[config.mk]
export PLATFORM = sky130hd
export DESIGN_NAME = btn_debounce
export DESIGN_NICKNAME = d
export VERILOG_FILES = /design/src/rtl/btn_debounce.sv
export SDC_FILE = /design/constraint.sdc
export NUM_CORES = 1
export LEC_CHECK = 0
export CAP_MARGIN = 20
export CORE_ASPECT_RATIO = 1.4
export CORE_UTILIZATION = 25
export DETAILED_ROUTE_END_ITERATION = 8
export HOLD_SLACK_MARGIN = 0.02
export SETUP_SLACK_MARGIN = 0.05
export SKIP_CTS_REPAIR_TIMING = 1
export SLEW_MARGIN = 20
export SYNTH_ARGS = -nofsm -noshare
export SYNTH_HDL_FRONTEND = slang
export SYNTH_SLANG_ARGS = --single-unit
[constraint.sdc]
create_clock -name clk -period 5.1 [get_ports clk]
set_clock_uncertainty 0.2 [all_clocks]
set_input_delay 0.765 -clock clk [delete_from_list [all_inputs] [get_ports clk]]
set_output_delay 0.765 -clock clk [all_outputs]
set_load 0.005 [all_outputs]
[src/rtl/btn_debounce.sv]
// Push-button conditioner: per channel a 2-flop synchroniser, a stability
// counter that accepts a new level only after it has been seen unchanged for
// DEBOUNCE_CYCLES consecutive cycles, and registered press/release pulses.
module btn_debounce #(
  parameter int N_BTN           = 2,
  parameter int DEBOUNCE_CYCLES = 270000,
  parameter int CNT_W           = 19
) (
  input  logic             clk,
  input  logic             rst_n,
  input  logic [N_BTN-1:0] btn_n,
  output logic [N_BTN-1:0] btn_level,
  output logic [N_BTN-1:0] btn_press,
  output logic [N_BTN-1:0] btn_release
);

  localparam logic [CNT_W-1:0] CNT_MAX = CNT_W'(DEBOUNCE_CYCLES - 1);

  logic [N_BTN-1:0] sync1_q;
  logic [N_BTN-1:0] sync2_q;

  // Two-flop synchroniser; resets to the released (high) pin level.
  always_ff @(posedge clk or negedge rst_n) begin
    if (!rst_n) begin
      sync1_q <= '1;
      sync2_q <= '1;
    end else begin
      sync1_q <= btn_n;
      sync2_q <= sync1_q;
    end
  end

  for (genvar g = 0; g < N_BTN; g++) begin : g_chan
    logic             s;
    logic [CNT_W-1:0] cnt_q, cnt_d;
    logic             level_q, level_d;
    logic             press_q, press_d;
    logic             release_q, release_d;

    // Sampled level, 1 = pressed.
    assign s = ~sync2_q[g];

    // Stability counter: any agreement with the accepted level clears the
    // count, so a reversion keeps no partial credit. The count saturates at
    // CNT_MAX, where the new level is accepted and a pulse is raised.
    always_comb begin
      cnt_d     = cnt_q;
      level_d   = level_q;
      press_d   = 1'b0;
      release_d = 1'b0;
      if (s == level_q) begin
        cnt_d = '0;
      end else if (cnt_q == CNT_MAX) begin
        cnt_d     = '0;
        level_d   = s;
        press_d   = s;
        release_d = ~s;
      end else begin
        cnt_d = cnt_q + 1'b1;
      end
    end

    // Counter, level and pulse registers; pulses coincide with the level change.
    always_ff @(posedge clk or negedge rst_n) begin
      if (!rst_n) begin
        cnt_q     <= '0;
        level_q   <= 1'b0;
        press_q   <= 1'b0;
        release_q <= 1'b0;
      end else begin
        cnt_q     <= cnt_d;
        level_q   <= level_d;
        press_q   <= press_d;
        release_q <= release_d;
      end
    end

    assign btn_level[g]   = level_q;
    assign btn_press[g]   = press_q;
    assign btn_release[g] = release_q;
  end

endmodule
==> impl_metrics.json <==
{
  "die_area_um2": 9490,
  "setup_viol": 0,
  "hold_violations": 0,
  "min-delay-start": "sync1_q[1]",
  "ys_seq_area_share_pct": 53.0,
  "dp_hpwl_um": 2860,
  "r2r_end": "g_chan[1].cnt_q[9]",
  "die-width_um": 82.6,
  "wl_per_cell_um": 12.5,
  "worstHoldEndpoint": "sync2_q[1]",
  "diodes": 0,
  "avgSynthCellArea_um2": 10.3,
  "cp_num_buf_inv": 0,
  "rows": 40,
  "ys.flop_type": "dfrtp_1",
  "hold_ws_ns": 0.156,
  "syn_inst": 222,
  "worst_pin_slew_ns": 0.715,
  "cts_buffers": 5,
  "ys_ff_latch": 48,
  "criticalPathCategory": "reg2reg",
  "drive_above_1_share_pct": 7.83,
  "final.setup.tns_ns": 0,
  "drc": 0,
  "clock_latency_ns": 0.29,
  "grt_overflow": 0,
  "n_fill_cell": 917,
  "cts.root.buffer_cell": "clkbuf_16",
  "cts.clk_slew.worst_paths_ns": 0.07,
  "port_buffers": 9,
  "grt_pass1_vias": 1710,
  "start_util_pct": 26.1,
  "power_density_nw_per_um2": 320,
  "register_area_um2": 1210,
  "cpPeakStageDelay_ns": 0.70,
  "drtIter0Drc": 69,
  "vias_per_cell": 4.71,
  "gp_congestion": 0.780,
  "path_cells": "nor4b_1 -> nand4b_1 -> o31ai_4 -> nor2_1",
  "cp.required_ns": 5.04,
  "synthToLayoutAreaGrowth_pct": 16.0,
  "p_leak_uw": 0.00102,
  "hold_depth": 0,
  "num_io_pins": 10,
  "ant_nets": 0,
  "synthArstFlopShare_pct": 100,
  "end_kind": "flop",
  "arrival_ns": 2.16,
  "critical_path_depth": 4,
  "cts_buffer_depth": 2,
  "worst_setup_path_start_kind": "flop",
  "period_needed_ns": 2.22,
  "synth_fp_nets": 228,
  "maxCapViolations": 0,
  "cts.sinks": 48,
  "antenna_found_initial": 0,
  "synth_edf_count": 0,
  "vdd_ir_drop_max_mv": 0.176,
  "firstDrtPassIters": 4,
  "finalNetCount": 235,
  "drv_slew": 0,
  "relSlewSlack_pct": 52.3,
  "r2r_start": "g_chan[1].cnt_q[13]",
  "cp_max_fo": 17,
  "rsz0062_at_grt": "false",
  "wl_um": 4180,
  "critical_path.top_delay_family": "simple AND/OR/NAND/NOR gates",
  "h-tree-depth": 2,
  "syn-cell-area_um2": 2280,
  "synth_cell_types": 30,
  "die_h_um": 115,
  "vias": 1577,
  "grt_pass1_wl_um": 7640,
  "status": "completed",
  "fp.coreArea_um2": 8710,
  "fin_crit_sh_pct": 43.5,
  "fmax_mhz": 450,
  "grt_usage_pct": 10.3,
  "holdCritPathClass": "reg2reg",
  "ys_warn_count": 0,
  "worstRegToRegCells": 4,
  "grt_max_degree": 49,
  "final_area_um2": 2640,
  "multiInputGateArea_um2": 998,
  "cts_tree": "yes",
  "worst-r2r-setup-slack_ns": 2.88,
  "cpMaxStageDelayCell": "o31ai_4",
  "dpl_cell_area_um2": 2440
}
[flip-flops by register name, summed over array words and instances, names as in the netlist]
name / count
sync1_q: 2
g_chan.press_q: 2
g_chan.cnt_q: 38
sync2_q: 2
g_chan.release_q: 2
g_chan.level_q: 2
[cells by family (layout without fill, tap and decap cells)]
family	after synthesis	after routing	share of synthesized area [%]
DFF	48	48	53.0
AOI/OAI and AO/OA	12	12	2.97
xor gates and xnor gates	31	31	11.9
adders and majority gates	2	2	1.10
buffers and inverters	15	23	3.68
and+or+nand+nor	111	111	26.0
muxes	3	3	1.32
[where the power goes]
group / internal, uW / switching (uW) / leakage (uW)
sequential: 387 / 5.89 / 0.000652
combinational: 6.61 / 15.5 / 0.000277
clock: 283 / 146 / 0.0000944
total: 677 / 167 / 0.00102
[through the flow]
stage	setup slack [ns]	total power (uW)	util (%)	cells
2_1_floorplan	3.19	410	-	222
3_3_place_gp	2.61	422	27.9	327
3_5_place_dp	2.83	423	28.1	327
4_1_cts	2.83	854	30.3	335
5_1_grt	2.61	871	30.3	335
6_report	2.88	844	30.3	335
[final cells by class]
cell class,count,area share (%)
Sequential cell,48,45.7
Multi-Input combinational cell,159,37.8
Tap cell,105,4.98
Clock buffer,5,4.74
Timing Repair Buffer,9,3.32
Clock inverter,3,2.61
Inverter,6,0.853
[cell usage after synthesis, types with 2 or more instances]
cell,number,area (um^2)
dfstp_2,4,105
nor4_1,9,56.3
nand2_1,8,30.0
inv_1,6,22.5
ha_1,2,25.0
nor3_1,7,35.0
dfrtp_1,44,1100
xnor2_1,23,201
nor4b_1,2,17.5
mux2i_1,3,30.0
xor2_1,8,70.1
o21ai_0,7,35.0
nand4b_1,2,17.5
a21oi_1,3,15.0
nand3_1,16,80.1
buf_4,7,52.6
and4_1,6,52.6
or3_1,3,18.8
nor2_1,40,150
and3_1,3,18.8
nand4_1,10,62.6
[worst max-delay path by stage]
stage                     slack (ns)                start                  end
final                           2.88  g_chan[1].cnt_q[13]   g_chan[1].cnt_q[9]
after global routing            2.61  g_chan[1].cnt_q[13]   g_chan[1].cnt_q[9]
after CTS                       2.83  g_chan[1].cnt_q[13]   g_chan[1].cnt_q[9]
after detailed placement        2.83  g_chan[1].cnt_q[13]  g_chan[1].cnt_q[11]
after global placement          2.61  g_chan[1].cnt_q[13]   g_chan[1].cnt_q[4]
after floorplan                 3.19  g_chan[1].cnt_q[13]  g_chan[1].cnt_q[10]
[cells in the final DEF (no fill, tap or decap)]
master            n
a21oi_1           3
and2_1            1
and3_1            3
and4_1            6
buf_4             1
bufinv_16         2
clkbuf_16         5
clkdlybuf4s50_1   8
dfrtp_1          44
dfstp_2           4
ha_1              2
inv_1             6
inv_6             1
mux2i_1           3
nand2_1           8
nand3_1          16
nand4_1          10
nand4_4           1
nand4b_1          2
nor2_1           40
nor3_1            7
nor3b_1           1
nor4_1            9
nor4b_1           2
o21ai_0           7
o21ai_2           1
o31ai_4           1
or2_2             1
or3_1             3
or4_4             1
xnor2_1          23
xor2_1            8
[routing by layer]
layer | GRT usage (%) | wire length [um] | up-vias
met2 | 17.7 | 2160 | 20
li1 | - | - | 781
met4 | 2.99 | 58 | 0
met3 | 2.38 | 86 | 5
met1 | 12.6 | 1870 | 771
met5 | 0 | 0 | -
Note: power is estimated with default switching activity, not from simulation.
